==> config.mk <==
export PLATFORM = sky130hd
export DESIGN_NAME = vram_arbiter
export DESIGN_NICKNAME = d
export VERILOG_FILES = /design/src/rtl/vram_pkg.sv /design/src/rtl/arb_pick.sv /design/src/rtl/vram_arbiter.sv
export SDC_FILE = /design/constraint.sdc
export NUM_CORES = 1
export LEC_CHECK = 0
export ABC_CLOCK_PERIOD_IN_PS = 3270
export CAP_MARGIN = 10
export CORE_UTILIZATION = 36
export CTS_BUF_LIST = sky130_fd_sc_hd__clkbuf_8
export CTS_CLUSTER_SIZE = 16
export DETAILED_ROUTE_END_ITERATION = 10
export PLACE_DENSITY_LB_ADDON = 0.12
export RECOVER_POWER = 50
export REMOVE_ABC_BUFFERS = 1
export SLEW_MARGIN = 40
export SYNTH_ARGS = -nofsm -noshare
export SYNTH_HDL_FRONTEND = slang
export SYNTH_SLANG_ARGS = --single-unit
==> constraint.sdc <==
create_clock -name i_clk -period 3.27 [get_ports i_clk]
set_input_delay 0.654 -clock i_clk [delete_from_list [all_inputs] [get_ports i_clk]]
set_output_delay 0.654 -clock i_clk [all_outputs]
set_load 0.005 [all_outputs]
==> src/rtl/vram_pkg.sv <==
// Shared constants and types for the character VRAM arbiter.
package vram_pkg;

  localparam int VRAM_AW = 11;
  localparam int VRAM_DW = 8;

  localparam int REQ_CLEAR  = 0;
  localparam int REQ_SCROLL = 1;
  localparam int REQ_CHAR   = 2;

  typedef enum logic {
    ST_IDLE,
    ST_OWNED
  } arb_state_e;

endpackage

==> src/rtl/arb_pick.sv <==
// Combinational requester picker: one-hot winner plus valid.
// VRAM_ARB_RR_EN selects round-robin from ptr_i; otherwise lowest index wins.
module arb_pick
  import vram_pkg::*;
#(
  parameter int NREQ = 3,
  parameter int IW   = $clog2(NREQ)
) (
  input  logic [NREQ-1:0] req_i,
  input  logic [IW-1:0]   ptr_i,
  output logic [NREQ-1:0] gnt_o,
  output logic            valid_o
);

`ifdef VRAM_ARB_RR_EN
  logic [IW-1:0] idx;

  always_comb begin
    gnt_o   = '0;
    valid_o = 1'b0;
    idx     = '0;
    for (int i = 0; i < NREQ; i++) begin
      idx = IW'((int'(ptr_i) + i) % NREQ);
      if (!valid_o && req_i[idx]) begin
        gnt_o[idx] = 1'b1;
        valid_o    = 1'b1;
      end
    end
  end
`else
  logic unused_ptr;
  assign unused_ptr = ^ptr_i;

  always_comb begin
    gnt_o   = '0;
    valid_o = 1'b0;
    for (int i = NREQ - 1; i >= 0; i--) begin
      if (req_i[i]) begin
        gnt_o    = '0;
        gnt_o[i] = 1'b1;
        valid_o  = 1'b1;
      end
    end
  end
`endif

endmodule

==> src/rtl/vram_arbiter.sv <==
// Grants the single-port character VRAM to one requester per burst and tags read returns.
// Picker mode is chosen by VRAM_ARB_RR_EN (round-robin when defined, fixed priority otherwise).
module vram_arbiter
  import vram_pkg::*;
#(
  parameter int NREQ      = 3,
  parameter int AW        = VRAM_AW,
  parameter int DW        = VRAM_DW,
  parameter int MAX_BURST = 64,
  parameter int RD_LAT    = 1
) (
  input  logic               i_clk,
  input  logic               i_rst_n,
  input  logic [NREQ-1:0]    i_req,
  input  logic [NREQ*AW-1:0] i_addr,
  input  logic [NREQ-1:0]    i_we,
  input  logic [NREQ*DW-1:0] i_din,
  output logic [NREQ-1:0]    o_gnt,
  output logic [AW-1:0]      o_vram_addr,
  output logic               o_vram_w,
  output logic               o_vram_ce,
  output logic [DW-1:0]      o_vram_din,
  input  logic [DW-1:0]      i_vram_dout,
  output logic [NREQ-1:0]    o_rvalid,
  output logic [DW-1:0]      o_rdata
);

  localparam int IW = $clog2(NREQ);
  localparam int BW = (MAX_BURST > 1) ? $clog2(MAX_BURST) : 1;
  localparam logic [BW-1:0] BURST_LAST = BW'((MAX_BURST > 0) ? MAX_BURST - 1 : 0);

  arb_state_e      state_q, state_d;
  logic [IW-1:0]   owner_q, owner_d;
  logic [IW-1:0]   ptr_q, ptr_d;
  logic [NREQ-1:0] gnt_q, gnt_d;
  logic [BW-1:0]   burst_q, burst_d;

  logic [NREQ-1:0] pick_req, pick_gnt;
  logic            pick_valid;
  logic [IW-1:0]   pick_idx;
  logic            access, rd_access, expire, take_grant;

  logic [RD_LAT-1:0] rd_v_q;
  logic [IW-1:0]     rd_idx_q [RD_LAT];

  assign access    = |(gnt_q & i_req);
  assign rd_access = |(gnt_q & i_req & ~i_we);
  assign expire    = (MAX_BURST != 0) && (burst_q == BURST_LAST);
  // While owned, the owner never competes against itself for the next grant.
  assign pick_req  = (state_q == ST_IDLE) ? i_req : (i_req & ~gnt_q);

  arb_pick #(.NREQ(NREQ), .IW(IW)) u_pick (
    .req_i   (pick_req),
    .ptr_i   (ptr_q),
    .gnt_o   (pick_gnt),
    .valid_o (pick_valid)
  );

  always_comb begin
    pick_idx = '0;
    for (int i = 0; i < NREQ; i++) begin
      if (pick_gnt[i]) pick_idx = IW'(i);
    end
  end

  always_comb begin
    state_d    = state_q;
    owner_d    = owner_q;
    ptr_d      = ptr_q;
    gnt_d      = gnt_q;
    burst_d    = burst_q;
    take_grant = 1'b0;
    if (state_q == ST_IDLE) begin
      take_grant = pick_valid;
    end else if (!access) begin
      if (pick_valid) begin
        take_grant = 1'b1;
      end else begin
        state_d = ST_IDLE;
        gnt_d   = '0;
        burst_d = '0;
      end
    end else if (expire) begin
      if (pick_valid) take_grant = 1'b1;
      else            burst_d    = '0;
    end else begin
      burst_d = burst_q + 1'b1;
    end
    if (take_grant) begin
      state_d = ST_OWNED;
      owner_d = pick_idx;
      gnt_d   = pick_gnt;
      burst_d = '0;
      ptr_d   = (pick_idx == IW'(NREQ - 1)) ? '0 : pick_idx + 1'b1;
    end
  end

  always_ff @(posedge i_clk or negedge i_rst_n) begin
    if (!i_rst_n) begin
      state_q <= ST_IDLE;
      owner_q <= '0;
      ptr_q   <= '0;
      gnt_q   <= '0;
      burst_q <= '0;
    end else begin
      state_q <= state_d;
      owner_q <= owner_d;
      ptr_q   <= ptr_d;
      gnt_q   <= gnt_d;
      burst_q <= burst_d;
    end
  end

  // Read tags travel with the access, so later grant changes cannot misroute them.
  always_ff @(posedge i_clk or negedge i_rst_n) begin
    if (!i_rst_n) begin
      rd_v_q <= '0;
      for (int i = 0; i < RD_LAT; i++) rd_idx_q[i] <= '0;
    end else begin
      rd_v_q[0]   <= rd_access;
      rd_idx_q[0] <= owner_q;
      for (int i = 1; i < RD_LAT; i++) begin
        rd_v_q[i]   <= rd_v_q[i-1];
        rd_idx_q[i] <= rd_idx_q[i-1];
      end
    end
  end

  always_comb begin
    o_vram_addr = '0;
    o_vram_din  = '0;
    o_vram_w    = 1'b0;
    o_vram_ce   = 1'b0;
    for (int k = 0; k < NREQ; k++) begin
      if (gnt_q[k] && i_req[k]) begin
        o_vram_addr = i_addr[k*AW +: AW];
        o_vram_din  = i_din[k*DW +: DW];
        o_vram_w    = i_we[k];
        o_vram_ce   = 1'b1;
      end
    end
  end

  always_comb begin
    o_rvalid = '0;
    if (rd_v_q[RD_LAT-1]) o_rvalid[rd_idx_q[RD_LAT-1]] = 1'b1;
  end

  assign o_gnt   = gnt_q;
  assign o_rdata = i_vram_dout;

endmodule

==> results of run 1 <==
==> sequential cells by signal, summed over array words and instances (netlist names) <==
register	count
rd_v_q	1
owner_q	2
o_gnt	3
rd_idx_q	2
burst_q	6
state_q	1
==> path summary, 6_finish.rpt <==
check / endpoint / slack (ns) / cells past startpoint
max: o_vram_ce / 0.29 / 5
min in group asynchronous: o_gnt[2] / 0.88 / 1
min: rd_idx_q[1] / 0.39 / 0
max in group asynchronous: burst_q[2] / 1.96 / 1
max reg2reg: o_gnt[0] / 1.23 / 5
min reg2reg: rd_idx_q[1] / 0.39 / 0
==> report_power, final <==
part / total [W] / internal (W) / switching (W)
registers: 0.000320 / 0.000246 / 0.0000742
logic: 0.000940 / 0.000561 / 0.000379
clock network: 0.000155 / 0.0000846 / 0.0000709
==> through the flow <==
step / hold WS [ns] / cell area (µm²) / power (W)
2_1_floorplan: 0.3545 / 1200 / 0.0007459
3_3_place_gp: 0.3644 / 2256 / 0.001260
3_5_place_dp: 0.3742 / 2256 / 0.001272
4_1_cts: 0.3885 / 2302 / 0.001430
5_1_grt: 0.3981 / 2302 / 0.001533
6_report: 0.3874 / 2302 / 0.001415
==> area by class of cell <==
cell class	count	area [µm²]
Fill cell	312	1114
Timing Repair Buffer	101	998.5
Multi-Input combinational cell	135	803.3
Sequential cell	15	375.4
Tap cell	46	57.56
Clock buffer	3	41.29
Inverter	2	21.27
Clock inverter	1	5.005
==> critical path, stage by stage <==
cell,delay [ns]
clkdlybuf4s50_1,0.41
buf_4,0.17
a222oi_1,0.39
bufinv_8,0.27
clkdlybuf4s50_1,0.44
==> metal layers <==
layer	wire length, µm	global-route usage, %
met5	0	0
met4	61	7.267
met3	391	9.489
met2	2132	38.99
met1	2040	29.74
==> placed cells by master, fill, tap and decap left out, types with 2 or more instances in the layout <==
master	count
a211oi_1	2
a21boi_0	2
a21oi_1	6
a221oi_1	20
a31oi_1	2
and2_1	2
and3b_1	2
buf_4	9
clkbuf_8	3
clkdlybuf4s50_1	85
dfrtp_1	15
dlygate4sd3_1	6
nand2_1	14
nand2b_1	3
nand3_1	5
nor2_1	44
o21ai_0	3
o22ai_1	3
o31ai_1	2
==> logic make-up after synthesis <==
logic type      after synthesis  synth area share [%]
fa+ha+maj                     1                0.9504
xor+xnor                      1                0.6655
mux                           1                0.7605
buf+inv                      23                 10.46
flops                        15                 28.52
simple gates                 81                 28.23
compound gates               51                 30.42
==> results.toml, run 1 <==
[run_status]
status = "complete, no violations"

[timing]
tightest_slew_ns = 0.7345
fin_ws_ns = 0.2868
fin_skew_ns = 0.004190
fmax_mhz = 335.2
period_minus_slack_ns = 2.983
period_share_pct = 91.23
fin_setup_tns_ns = 0
hold_viol_final = 0
drv_slew = 0
finalSetupViolations = 0
slew_headroom_pct = 50.58
rsz0062_at_grt = "no"

[detailed_routing]
drt_wl_total_um = 4626
vias_per_cell = 5.399
num_vias = 1636
final_antenna_net_count = 0
wl_per_cell_um = 15.27
drcViolationCount = 0
drt-initial-drc-count = 87
drtPass1Iterations = 4

[synth]
synthDistinctLibCells = 45
ys.warnings.count = 0
synth_top_area_share_pct = 28.52
synth_edf_count = 0
synthFlopType = "dfrtp_1"
syn_area_per_cell_um2 = 7.608
ys_ff_latch = 15
synth.most_common_cell = "nor2_1"
synth_cells = 173
synth_top_cells_by_area = "dfrtp_1 29%, a221oi_1 13%, nor2_1 13%"
synth_seq_area_share_pct = 28.52
netlist_area_mm2 = 0.001316
yosysTopAreaCell = "dfrtp_1"
synthArstFlopShare_pct = 100.0
ys_top_cells_by_count = "44 x nor2_1, 20 x a221oi_1, 15 x dfrtp_1"

[floorplan]
coreArea_mm2 = 0.003416
num_rows = 21
die_h_um = 62.47
ios = 108
die_w_um = 62.47
start_util_pct = 38.53
dieArea_mm2 = 0.003902

[setup_path]
cp.required_ns = 2.62
critPathMaxFanout = 9
start_kind = "primary input"
timing.rr.start = "state_q"
crit_path_start = "i_req[1]"
arrival_ns = 2.33
path_class = "primary input to output port"
cp-end-kind = "output port"

[finish]
diodes = 0
drive_gt1_share_pct = 7.393
fin_nets = 332
final_util_pct = 67.40
area_growth_pct = 74.91
layout.cells.non_filler = 303

[clock_network]
tritoncts = "done"
cts-root-buf = "clkbuf_8"
clock_sinks = 15
h-tree-depth = 1
cts_made_buffers = 3
ctsResizeCount = 0
clk_latency_ns = 0.25
clk_pin_slew_ns = 0.07
cts_setup_buffers = 0
cts_hold_buf = 0
cts_buffer_depth = 2

[min_path]
min_from = "owner_q[1]"
hold_path_class = "register to register"

[global_routing]
overflow = 0
grt_pass1_wl_um = 7624
grt_max_degree = 21
track_usage_pct = 24.25
antenna_found_initial = 0
grt_pass1_vias = 1570

[placement]
post-place-cells = 299
portBuffers = 91
pre_cts_slack_ns = 0.2991
gp_congestion = 0.8187
dp.final_hpwl_um = 3477

[pwr]
max-vdd-ir-drop_mv = 0.4850
power_density_mw_per_mm2 = 614.6
leakagePower_nw = 0.9567

[flow_run]
drv_cap = 0
No activity file was read; power rests on OpenSTA's default activity.
==> run 2: changes to the inputs <==
--- a/config.mk
+++ b/config.mk
@@ -7,6 +7,7 @@
 export LEC_CHECK = 0
 export ABC_CLOCK_PERIOD_IN_PS = 3270
 export CAP_MARGIN = 10
+export CORE_MARGIN = 10
 export CORE_UTILIZATION = 36
 export CTS_BUF_LIST = sky130_fd_sc_hd__clkbuf_8
 export CTS_CLUSTER_SIZE = 16
==> results.toml, run 2 (synthesized netlist as in run 1, its figures left out) <==
[run_status]
status = "complete, no violations"

[finish]
largest_reg_flops = 6
drive_gt1_share_pct = 7.031
final_util_pct = 66.38
n_fill_cell = 306
regArea_um2 = 375.4
multiInputGateArea_um2 = 809.5
area_growth_pct = 73.57
largest_register = "burst_q"
diodes = 0
final_common_cell = "clkdlybuf4s50_1"
fin_nets = 331
mostFrequentLayoutCells = "85 x clkdlybuf4s50_1, 44 x nor2_1, 20 x a221oi_1"

[timing]
period_share_pct = 92.70
fmax_mhz = 329.9
rsz0062_at_grt = "no"
drv_slew = 0
slew_headroom_pct = 55.79
fin_skew_ns = 0.002307
period_minus_slack_ns = 3.031
finalSetupViolations = 0
tightest_slew_ns = 0.6549
hold_viol_final = 0
fin_setup_tns_ns = 0

[clock_network]
cts_buffer_depth = 2
clk_latency_ns = 0.25
clk_pin_slew_ns = 0.06
ctsResizeCount = 0
cts-root-buf = "clkbuf_8"
cts_made_buffers = 3
cts_setup_buffers = 0
cts_hold_buf = 0
tritoncts = "done"
clock_sinks = 15
h-tree-depth = 1

[placement]
dp.final_hpwl_um = 4368
portBuffers = 91
gp_congestion = 0.8433

[global_routing]
grt_max_degree = 21
track_usage_pct = 15.86
grt_pass1_vias = 1527
antenna_found_initial = 0
grt_pass1_wl_um = 8231
overflow = 0

[flow_run]
drv_cap = 0

[setup_path]
max_stage_delay_ns = 0.51
start_kind = "primary input"
cpMaxStageDelayCell = "clkdlybuf4s50_1"
reg2reg_depth = 5
path_class = "primary input to output port"
regToRegSetupSlack_ns = 1.15
arrival_ns = 2.38
crit_chain = "clkdlybuf4s50_1 > clkbuf_1 > a222oi_1 > bufinv_8 > clkdlybuf4s50_1"
critPathMaxFanout = 9
crit_top_cell = "clkdlybuf4s50_1"
cp-end-kind = "output port"
timing.rr.start = "state_q"
timing.rr.end = "o_gnt[0]"
cp.required_ns = 2.62

[detailed_routing]
drtPass1Iterations = 4
drcViolationCount = 0
wl_per_cell_um = 17.83
vias_per_cell = 5.301
drt-initial-drc-count = 113
num_vias = 1601
final_antenna_net_count = 0
drt_wl_total_um = 5385

[min_path]
hold_path_class = "register to register"
min_from = "owner_q[1]"
hold-path-endpoint = "rd_idx_q[1]"
holdPathStages = 0

[floorplan]
die_w_um = 80.47
coreArea_mm2 = 0.003442
ios = 108
start_util_pct = 38.24
dieArea_mm2 = 0.006475
die_h_um = 80.47
num_rows = 21

[pwr]
max-vdd-ir-drop_mv = 0.4896
leakagePower_nw = 0.9452
power_density_mw_per_mm2 = 620.5
## run 2: final cells by class
cell class	count	share of cell area [%]
inverter	2	0.9310
tap	46	2.519
clock buffer	3	1.807
clock inverter	1	0.2191
sequential	15	16.43
multi-input combinational	135	35.43
timing repair buffer	100	42.66
## run 2: per-layer routing
| metal | global-route usage [%] | up-vias | share of wire, % | routed length [µm] |
|---|---|---|---|---|
| met4 | 3.169 | 0 | 0.52 | 28 |
| met2 | 25.40 | 74 | 51 | 2730 |
| li1 | - | 798 | - | - |
| met5 | 0 | - | 0 | 0 |
| met1 | 20.21 | 726 | 39 | 2108 |
| met3 | 5.122 | 3 | 9.6 | 518 |
## run 2: metrics by stage
step / setup WS, ns / total power [W] / instance area, µm² / instances / hold slack (ns)
finish: 0.2388 / 0.001418 / 2285 / 302 / 0.3999
global route: 0.1139 / 0.001533 / 2285 / 302 / 0.4121
CTS: 0.2481 / 0.001440 / 2282 / 302 / 0.3976
detailed placement: 0.2480 / 0.001282 / 2236 / 298 / 0.3842
global placement: 0.2918 / 0.001275 / 2236 / 298 / 0.3708
floorplan: 0.6491 / 0.0007459 / 1200 / 152 / 0.3545
## run 2: worst max-delay path by stage
stage,startpoint,endpoint,slack (ns),depth (start not counted)
final,i_req[2],o_vram_ce,0.24,5
after global routing,i_req[2],o_vram_ce,0.11,5
after floorplan,i_req[1],o_vram_addr[0],0.65,4
after detailed placement,i_req[1],o_vram_din[3],0.25,7
after global placement,i_req[1],o_vram_din[3],0.29,7
after CTS,i_req[1],o_vram_din[3],0.25,7
## run 2: power by group
part / switching, W / total, W / internal, W
Combinational: 0.000394 / 0.000944 / 0.000551
Clock: 0.0000680 / 0.000153 / 0.0000846
Sequential: 0.0000749 / 0.000321 / 0.000246
## run 2: critical path: cells and delay by family
kind                   cells  cell delay, ns
AO/OA/AOI/OAI              1            0.15
buffers and inverters      4            1.57
==> run 3: changes to the inputs <==
--- a/config.mk
+++ b/config.mk
@@ -10,11 +10,12 @@
 export CORE_MARGIN = 10
 export CORE_UTILIZATION = 36
 export CTS_BUF_LIST = sky130_fd_sc_hd__clkbuf_8
-export CTS_CLUSTER_SIZE = 16
 export DETAILED_ROUTE_END_ITERATION = 10
+export GPL_ROUTABILITY_DRIVEN = 0
 export PLACE_DENSITY_LB_ADDON = 0.12
 export RECOVER_POWER = 50
 export REMOVE_ABC_BUFFERS = 1
+export SETUP_SLACK_MARGIN = 0.15
 export SLEW_MARGIN = 40
 export SYNTH_ARGS = -nofsm -noshare
 export SYNTH_HDL_FRONTEND = slang
==> results of run 3 <==
The final DEF is identical to that of run 2; final timing and power are the same.
